File: src/rtl/uart_rx.sv
`default_nettype none
// ============================================================================
// Module   : uart_rx
// Desc     : 8N1 UART receive path. Two-flop input synchroniser, mid-bit
//            sampling FSM, valid/ack hold handshake towards the memory map,
//            single-cycle framing-error and overrun pulses.
//            Optional macro UART_RX_FIFO_EN replaces the single holding
//            register with an RX_FIFO_DEPTH-entry receive FIFO.
// Revision : 1.0 - initial release
// ============================================================================
module uart_rx #(
    parameter int CLK_SPEED     = 100_000_000,
    parameter int BAUDRATE      = 115200,
    parameter int RX_FIFO_DEPTH = 4
) (
    input  logic       clk,
    input  logic       rstz,
    input  logic       rxd,
    output logic [7:0] rx_data,
    output logic       rx_valid,
    input  logic       rx_ack,
    output logic       rx_frame_err,
    output logic       rx_overrun,
    output logic       rx_busy
);

    localparam int CLKS_PER_BIT = CLK_SPEED / BAUDRATE;
    localparam int HALF_BIT     = CLKS_PER_BIT / 2;
    localparam int CNT_W        = $clog2(CLKS_PER_BIT);

    localparam logic [CNT_W-1:0] CNT_HALF_LAST = CNT_W'(HALF_BIT - 1);
    localparam logic [CNT_W-1:0] CNT_BIT_LAST  = CNT_W'(CLKS_PER_BIT - 1);

    typedef enum logic [2:0] {
        IDLE      = 3'd0,
        START     = 3'd1,
        DATA      = 3'd2,
        STOP      = 3'd3,
        WAIT_HIGH = 3'd4
    } state_t;

    state_t           state;
    state_t           state_next;
    logic             sync_meta;
    logic             rxs;
    logic [CNT_W-1:0] cnt;
    logic             cnt_clr;
    logic [2:0]       bit_idx;
    logic             bit_idx_clr;
    logic             shift_en;
    logic [7:0]       shreg;
    logic             done;
    logic             frame_err;

    // Two-flop synchroniser; idles high so reset never looks like a start bit
    always_ff @(posedge clk or negedge rstz) begin
        if (!rstz) begin
            sync_meta <= 1'b1;
            rxs       <= 1'b1;
        end else begin
            sync_meta <= rxd;
            rxs       <= sync_meta;
        end
    end

    // FSM state, bit-time counter, data shifter and framing-error pulse
    always_ff @(posedge clk or negedge rstz) begin
        if (!rstz) begin
            state        <= IDLE;
            cnt          <= '0;
            bit_idx      <= '0;
            shreg        <= '0;
            rx_frame_err <= 1'b0;
        end else begin
            state        <= state_next;
            cnt          <= cnt_clr ? '0 : cnt + 1'b1;
            rx_frame_err <= frame_err;
            if (bit_idx_clr) begin
                bit_idx <= '0;
            end else if (shift_en) begin
                bit_idx <= bit_idx + 1'b1;
            end
            // LSB arrives first, so new bits enter at the top and move down
            if (shift_en) begin
                shreg <= {rxs, shreg[7:1]};
            end
        end
    end

    // Next-state decode; the counter is cleared on every state entry and on
    // every in-state sample so each sample lands mid-bit
    always_comb begin
        state_next  = state;
        cnt_clr     = 1'b0;
        bit_idx_clr = 1'b0;
        shift_en    = 1'b0;
        done        = 1'b0;
        frame_err   = 1'b0;
        case (state)
            IDLE: begin
                cnt_clr = 1'b1;
                if (!rxs) begin
                    state_next = START;
                end
            end
            START: begin
                if (cnt == CNT_HALF_LAST) begin
                    cnt_clr     = 1'b1;
                    bit_idx_clr = 1'b1;
                    // High at mid start bit means it was only a glitch
                    state_next  = rxs ? IDLE : DATA;
                end
            end
            DATA: begin
                if (cnt == CNT_BIT_LAST) begin
                    cnt_clr  = 1'b1;
                    shift_en = 1'b1;
                    if (bit_idx == 3'd7) begin
                        state_next = STOP;
                    end
                end
            end
            STOP: begin
                if (cnt == CNT_BIT_LAST) begin
                    cnt_clr = 1'b1;
                    if (rxs) begin
                        done       = 1'b1;
                        state_next = IDLE;
                    end else begin
                        frame_err  = 1'b1;
                        state_next = WAIT_HIGH;
                    end
                end
            end
            WAIT_HIGH: begin
                // A break or stuck-low line must not look like a new start bit
                cnt_clr = 1'b1;
                if (rxs) begin
                    state_next = IDLE;
                end
            end
            default: begin
                cnt_clr    = 1'b1;
                state_next = IDLE;
            end
        endcase
    end

    assign rx_busy = (state != IDLE);

`ifdef UART_RX_FIFO_EN
    localparam int AW = (RX_FIFO_DEPTH > 1) ? $clog2(RX_FIFO_DEPTH) : 1;

    logic [7:0] mem [RX_FIFO_DEPTH];
    logic [AW:0] wr_ptr;
    logic [AW:0] rd_ptr;
    logic        empty;
    logic        full;
    logic        push;
    logic        pop;

    // Extra pointer MSB distinguishes full from empty
    assign empty    = (wr_ptr == rd_ptr);
    assign full     = (wr_ptr[AW] != rd_ptr[AW]) && (wr_ptr[AW-1:0] == rd_ptr[AW-1:0]);
    assign rx_valid = !empty;
    assign rx_data  = mem[rd_ptr[AW-1:0]];
    assign pop      = rx_valid & rx_ack;
    // A pop in the same cycle frees the slot the push needs
    assign push     = done && (!full || pop);

    // FIFO storage, pointers and overrun pulse
    always_ff @(posedge clk or negedge rstz) begin
        if (!rstz) begin
            wr_ptr     <= '0;
            rd_ptr     <= '0;
            rx_overrun <= 1'b0;
            for (int i = 0; i < RX_FIFO_DEPTH; i++) begin
                mem[i] <= '0;
            end
        end else begin
            rx_overrun <= done && !push;
            if (push) begin
                mem[wr_ptr[AW-1:0]] <= shreg;
                wr_ptr              <= wr_ptr + 1'b1;
            end
            if (pop) begin
                rd_ptr <= rd_ptr + 1'b1;
            end
        end
    end
`else
    logic unused_fifo_depth;

    // Depth only matters when the FIFO is built; tie it off here
    assign unused_fifo_depth = (RX_FIFO_DEPTH != 0);

    // Single holding register: accept when empty or being consumed this cycle
    always_ff @(posedge clk or negedge rstz) begin
        if (!rstz) begin
            rx_data    <= '0;
            rx_valid   <= 1'b0;
            rx_overrun <= 1'b0;
        end else begin
            rx_overrun <= 1'b0;
            if (done) begin
                if (!rx_valid || rx_ack) begin
                    rx_data  <= shreg;
                    rx_valid <= 1'b1;
                end else begin
                    rx_overrun <= 1'b1;
                end
            end else if (rx_valid && rx_ack) begin
                rx_valid <= 1'b0;
            end
        end
    end
`endif

endmodule
`default_nettype wire

File: config.mk
export PLATFORM = sky130hd
export DESIGN_NAME = uart_rx
export DESIGN_NICKNAME = d
export VERILOG_FILES = /design/src/rtl/uart_rx.sv
export SDC_FILE = /design/constraint.sdc
export NUM_CORES = 1
export LEC_CHECK = 0
export ABC_AREA = 1
export CAP_MARGIN = 20
export CORE_AREA = 2 2 82 84
export DETAILED_ROUTE_END_ITERATION = 8
export DIE_AREA = 0 0 84 86
export GPL_ROUTABILITY_DRIVEN = 0
export HOLD_SLACK_MARGIN = 0.03
export PLACE_DENSITY_LB_ADDON = 0.1
export SLEW_MARGIN = 20
export SYNTH_ARGS = -nofsm -noshare
export SYNTH_HDL_FRONTEND = slang
export SYNTH_SLANG_ARGS = --single-unit
File: constraint.sdc
create_clock -name clk -period 1.9 [get_ports clk]
set_clock_uncertainty 0.2 [all_clocks]
set_input_delay 0.285 -clock clk [delete_from_list [all_inputs] [get_ports clk]]
set_output_delay 0.285 -clock clk [all_outputs]
set_load 0.02 [all_outputs]
# After elaboration in Yosys (flattened, before gate mapping)
# Cells that the tools add are included.
[word_totals]
regBits = 37
[op_classes]
muxes = 28
reduce_logical = 11
eq_ne = 14
n_addsub = 2
[op_table]
columns = ["operator", "count"]
rows = [
  ["$mux W3", 9],
  ["$mux W1", 15],
  ["$pmux W3 S5", 1],
  ["$ne A2 B2 Y1 const B", 6],
  ["$add A10 B1 Y10 const B", 1],
  ["$eq A10 B10 Y1 const B", 1],
  ["$eq A10 B9 Y1 const B", 1],
  ["$mux W10", 1],
  ["$eq A3 B2 Y1 const B", 2],
  ["$eq A3 B3 Y1 const B", 2],
  ["$reduce_and A6 Y1", 1],
  ["$reduce_and A2 Y1", 2],
  ["$reduce_bool A2 Y1", 2],
  ["$add A3 B1 Y3 const B", 1],
  ["$eq A3 B1 Y1 const B", 1],
  ["$logic_not A3 Y1", 1],
  ["$reduce_bool A3 Y1", 1],
  ["$mux W2", 1],
  ["$ne A2 B1 Y1 const B", 1],
  ["$pmux W1 S2", 1],
  ["$reduce_or A2 Y1", 1],
  ["$logic_and A1 B1 Y1", 1],
  ["$logic_not A1 Y1", 1],
  ["$logic_or A1 B1 Y1", 1],
]

# Longest topological paths before layout
# Gate-level depths: netlist (run 1).
[logic_depth]
ltp_word = 5
ltp_mapped = 10
mapped_depth_nobuf = 10

# Worst setup path after synthesis (run 1)
# Ideal clock, no wire load.
[synth_path]
kind = "register to register"
startpoint = "register cnt[0]"
endpoint = "register rx_data[0]"
path_buffers = 1
path_stages_with_launch = 10
arrival_time_ns = 1.384
setup_time_ns = 0.117
period_less_slack_ns = 1.701
slack_ns = 0.199
cell_sequence = "dfrtp_1 > ha_1 > nand3_1 > nor2_4 > nand2_4 > inv_4 > nand4_4 > buf_6 > nand2_2 > o21ai_2"
[synth_between]
elab_chain_len = 4
[synth_rtl]
columns = ["element", "line", "rtl"]
rows = [
  ["from (decl)", "46", "logic [CNT_W-1:0] cnt;"],
  ["from (signal assigned)", "76", "cnt <= cnt_clr ? '0 : cnt + 1'b1;"],
  ["$eq A10 B10 Y1", "124", "if (cnt == CNT_BIT_LAST) begin"],
  ["$mux W1", "124", ""],
  ["$mux W1", "99", "case (state)"],
  ["$reduce_and A2 Y1 (no source line)", "-", ""],
  ["to (signal assigned)", "207", "rx_data <= shreg;"],
  ["to (decl)", "19", "output logic [7:0] rx_data,"],
]
# Every way passes these cells.
# A chain may end at the register's enable or synchronous reset.

# Final worst setup path (run 1)
[layout_path]
startpoint = "register rx_data[3]"
endpoint = "output port rx_data[3]"
# No word-level cell between the ends.

==> metrics.txt, run 1 <==
CP max FO=2; synth cell count leaders=43 x nand2_1, 35 x dfrtp_1, 29 x inv_1; Synth warnings=0; Data required, critical path=1.41 ns; cell with the most instances after synthesis=nand2_1; crit-path cells=clkdlybuf4s50_1; RSZ-0062 raised after global routing=no; footprint of the multi-input gates=736 µm²; status=complete, no violations; worst hold slack=0.160 ns; Post-Place Cells=292; CP peak stage delay=0.61 ns; CORE AREA=6280 µm²; Initial DRC Count=43; clk sinks=37; Setup Viol. Count Final=0; total negative slack=0 ns; chip height=86 µm; layout cells sized above 1=20.9%; largest area contributor in the netlist=dfrtp_1; routed vias=1303; Top Family by Delay on Critical Path=buffers and inverters; largest net degree at the start of global routing=23; antenna cells=0; Post-synth EDFFs=0; area share of the largest cell type after synthesis=47.7%; Main synth FF type=dfrtp_1; WP data arrival=1.27 ns; grt total ovfl=0; vias in the first global route=1295; Max VDD drop=246 µV; Mapped Cells=199; min cycle time layout=1.75 ns; clock transition at the registers of the reported paths=0.08 ns; Hold Path Class=flop to flop; Max Transition Viols Final=0; DP HPWL=2.53 mm; final worst path period share=92.3%; worst skew pair latency=0.29 ns; post-synth cell types=29; Crit. End Element=primary output; die area=7220 µm²; port bufs=15; antenna viol nets, final=0; PwrDens=619 nW/µm²; crit path launch type=flop; critical path class=flop to primary output; max-cap viol count=0; vias per cell=4.31; I/O Pins=16; drt drc=0; Post-Syn Nets=207; H-tree depth=2; Pre-Repair DR Iteration Count=4; Root Driver=clkbuf_8; ys async rst share=100%; Total GRT Usage=11.1%; Slowest-stage cell, CP=clkdlybuf4s50_1; Final Hold Vio Count=0; WL/cell=11.4 µm; Area growth syn-to-layout=20.4%; sequential share of the synthesized area=50.6%; fillers=653; Worst-Margin Slew=0.467 ns; count of nets after finishing=232; Mean Syn Cell Area=9.22 µm²; area occupied by registers=930 µm²; fmax=570 MHz; Post-Layout Cell Count=302; Longest Clk Path Bufs=2; TritonCTS clock tree=built; die width=84 µm; Yosys reg bits=37; Rows=29; first-pass GRT wire length=6.24 mm; Mapped Area=1840 µm²; slew margin rel.=68.9%; WP buf/inv=1; Routed WL=3.46 mm; Synth area leaders=dfrtp_1 48%, nand2_1 8.8%, inv_1 5.9%; Lkg Pwr=1.06 nW; number of buffers created by CTS=5; initial antenna violation count=0; Initial Utilization=29.2%
[logic make-up after synthesis]
| family | share of synthesized area, % |
|---|---|
| XOR/XNOR | 0.477 |
| buffers and inverters | 9.34 |
| adder cells (fa/ha/maj) | 2.73 |
| AO/OA/AOI/OAI | 9.41 |
| flip-flops | 50.6 |
| AND/OR/NAND/NOR | 27.5 |
[where the power goes]
group	total, mW	switching, mW	internal [mW]
clock	0.545	0.292	0.253
sequential	0.793	0.00241	0.791
combinational	0.0291	0.0187	0.0105
[metrics by stage]
step	worst slack (ns)	total power [mW]	util, %	cell area [µm²]
global route	0.0173	1.44	35.2	2210
CTS	0.0290	1.40	34.9	2190
floorplan	0.199	0.810	-	1840
global placement	0.0897	0.840	33.4	2090
finish	0.146	1.37	35.2	2210
detailed placement	0.0376	0.839	33.4	2090
[cell type report]
class	count	area share, %
sequential	37	42.0
inverter	33	5.72
tap	77	4.36
clock buffer	5	3.11
timing repair buffer	22	10.7
multi-input combinational	125	33.3
clock inverter	3	0.792
[worst paths after layout]
| kind | start | to | depth (start not counted) | slack [ns] |
|---|---|---|---|---|
| hold / removal | sync_meta | rxs | 0 | 0.16 |
| min in group asynchronous | rstz | rx_data[4] | 2 | 0.28 |
| hold reg to reg | sync_meta | rxs | 0 | 0.16 |
| setup reg to reg | cnt[1] | bit_idx[0] | 8 | 0.16 |
| setup / recovery | rx_data[3] | rx_data[3] | 1 | 0.15 |
| max in group asynchronous | rstz | state[0] | 3 | 0.75 |
[metal layers]
| layer | global-route usage, % | vias up | part of all wire (%) |
|---|---|---|---|
| met2 | 16.4 | 19 | 41 |
| li1 | - | 675 | - |
| met3 | 3.46 | 5 | 3.8 |
| met1 | 15.1 | 604 | 54 |
| met4 | 4.40 | 0 | 1.5 |
| met5 | 0 | - | 0 |
[registers in the layout (all words and copies together), names as in the netlist]
signal        flops
rx_frame_err      1
bit_idx           3
sync_meta         1
state             3
cnt              10
rxs               1
rx_valid          1
rx_data           8
rx_overrun        1
shreg             8
[repair_timing]
action / CTS / global route
endpoints found under the hold margin: 16 / 0
hold buffers: 1 / 0
endpoints found under the setup margin: 1 / 8
buffers inserted: 0 / 1
gates resized for setup: 2 / 0
[cell usage in the layout, fill, tap and decap left out, types with 2 or more instances in the layout]
cell type / count
nor3_1: 4
nor4_1: 2
buf_12: 3
inv_2: 3
o21ai_2: 8
ha_1: 4
clkdlybuf4s50_1: 13
nor3_2: 5
a21oi_1: 3
inv_1: 29
nand3_1: 9
buf_4: 3
dfstp_2: 2
o21a_1: 2
nand2_2: 3
o21ai_0: 10
dfrtp_1: 34
nor2_4: 2
nand2_4: 2
clkinv_2: 2
nor3_4: 2
nor3b_1: 2
nor2_1: 17
nand2_1: 43
clkbuf_8: 5
(Power assumes the default switching activity.)
==> run 2: changes to the inputs <==
- PLACE_DENSITY: default -> 0.49
- PLACE_DENSITY_LB_ADDON: 0.1 -> default
==> run 2 against run 1 <==
  * Non-clock buffer count grew 1
  * Sequential share of layout area shrank 0.54 points
  * Register-to-register slack is essentially flat
  * Largest cell class unchanged
  * Critical endpoint is now rx_busy
==> metrics.txt, run 2 (same netlist as run 1, synthesis figures left out) <==
status=complete, no violations; Post-Layout Cell Count=303; WP buf/inv=1; max reg flops=10; layout cells sized above 1=21.2%; Pre-Repair DR Iteration Count=6; post-route cell area=2240 µm²; commonest non-fill, non-tap cell in the layout=nand2_1; port bufs=15; Cell Int Power=1.23 mW; Rows=29; Longest Clk Path Bufs=2; total negative slack=0 ns; final worst path period share=93.0%; Max Transition Viols Final=0; Hold Path Class=flop to flop; Routed WL=3.34 mm; Lkg Pwr=1.07 nW; Root Driver=clkbuf_8; CP max FO=4; Post-Place Cells=292; Area growth syn-to-layout=22.0%; max-cap viol count=0; critical path class=flop to primary output; drt drc=0; PwrDens=688 nW/µm²; min cycle time layout=1.77 ns; RSZ-0062 raised after global routing=no; Initial Utilization=29.2%; Slowest-stage cell, CP=dfrtp_1; die width=84 µm; Final Hold Vio Count=0; routed vias=1285; crit path launch type=flop; largest register by flop count=cnt; Top Family by Delay on Critical Path=flip-flops; CP peak stage delay=0.45 ns; vias per cell=4.24; initial antenna violation count=0; WL/cell=11.0 µm; Seq pwr share=51.5%; count of nets after finishing=233; placed cell area=2080 µm²; clk sinks=37; Setup Viol. Count Final=0; Switching Fraction=20.4%; fillers=657; TritonCTS clock tree=built; Initial DRC Count=114; Total GRT Usage=10.7%; Data required, critical path=1.41 ns; first-pass GRT wire length=6.17 mm; sw power=0.314 mW; most frequent cells in the layout=43 x nand2_1, 34 x dfrtp_1, 29 x inv_1; antenna cells=0; number of buffers created by CTS=5; H-tree depth=2; Worst-Margin Slew=0.304 ns; worst skew pair latency=0.29 ns; top flop regs=cnt (10), rx_data (8), shreg (8); fmax=566 MHz; clock network power share=46.8%; die area=7220 µm²; antenna viol nets, final=0; Crit. End Element=primary output; DP HPWL=2.44 mm; CORE AREA=6280 µm²; vias in the first global route=1354; chip height=86 µm; I/O Pins=16; clock transition at the registers of the reported paths=0.08 ns; grt total ovfl=0; Max VDD drop=290 µV; slew margin rel.=79.6%; crit-path cells=nor2_1 > nand2_1 > dlygate4sd2_1; largest net degree at the start of global routing=23; Gate power share=1.7%; WP data arrival=1.28 ns
-- run 2: path summary, 6_finish.rpt --
path                       cells after the start   endpoint       from  slack, ns
min reg2reg                                    0        rxs  sync_meta       0.16
max in group asynchronous                      3  sync_meta       rstz       0.75
min                                            0        rxs  sync_meta       0.16
max                                            3    rx_busy   state[0]       0.13
min in group asynchronous                      2   shreg[4]       rstz       0.19
max reg2reg                                    9     cnt[5]     cnt[0]       0.17
-- run 2: cell type report --
cell class	instances	area, µm²	share of cell area (%)
clock buffers	6	82.6	3.69
clock inverters	2	37.5	1.68
inverters	33	126	5.64
multi-input cells	125	736	32.8
flip-flops and latches	37	930	41.5
well taps	77	96.3	4.30
repair buffers	23	231	10.3
-- run 2: power by group through the flow --
stage	clock network, mW	registers, mW	logic, mW
floorplan	0	0.808	0.00199
global placement	0	0.809	0.0280
detailed placement	0	0.809	0.0275
CTS	0.745	0.793	0.0290
global route	0.779	0.794	0.0321
finish	0.721	0.793	0.0267
-- run 2: per-stage QoR --
step | utilization (%) | hold WS, ns | worst slack (ns) | power, mW
2_1_floorplan | - | -0.211 | 0.199 | 0.810
3_3_place_gp | 33.2 | -0.0184 | 0.109 | 0.837
3_5_place_dp | 33.2 | -0.0188 | 0.0654 | 0.836
4_1_cts | 35.2 | 0.162 | 0.0357 | 1.57
5_1_grt | 35.7 | 0.166 | 0.0317 | 1.60
6_report | 35.7 | 0.161 | 0.133 | 1.54
-- run 2: per-layer routing --
layer  vias up  part of all wire (%)  wire [µm]  GRT usage (%)
met1       591                    52       1750           14.2
met2        13                    43       1440           16.1
met3         4                   2.7         91           3.18
met5         -                     0          0              0
li1        677                     -          -              -
met4         0                   1.7         57           5.28
-- run 2: repair_timing --
item                                   4_1_cts  5_1_grt
hold buffers                                 1        0
endpoints found under the hold margin       35        0
gates resized for setup                      2        0
setup endpoints to repair                    1       10
setup buffers                                0        2
pin swaps                                    0        0
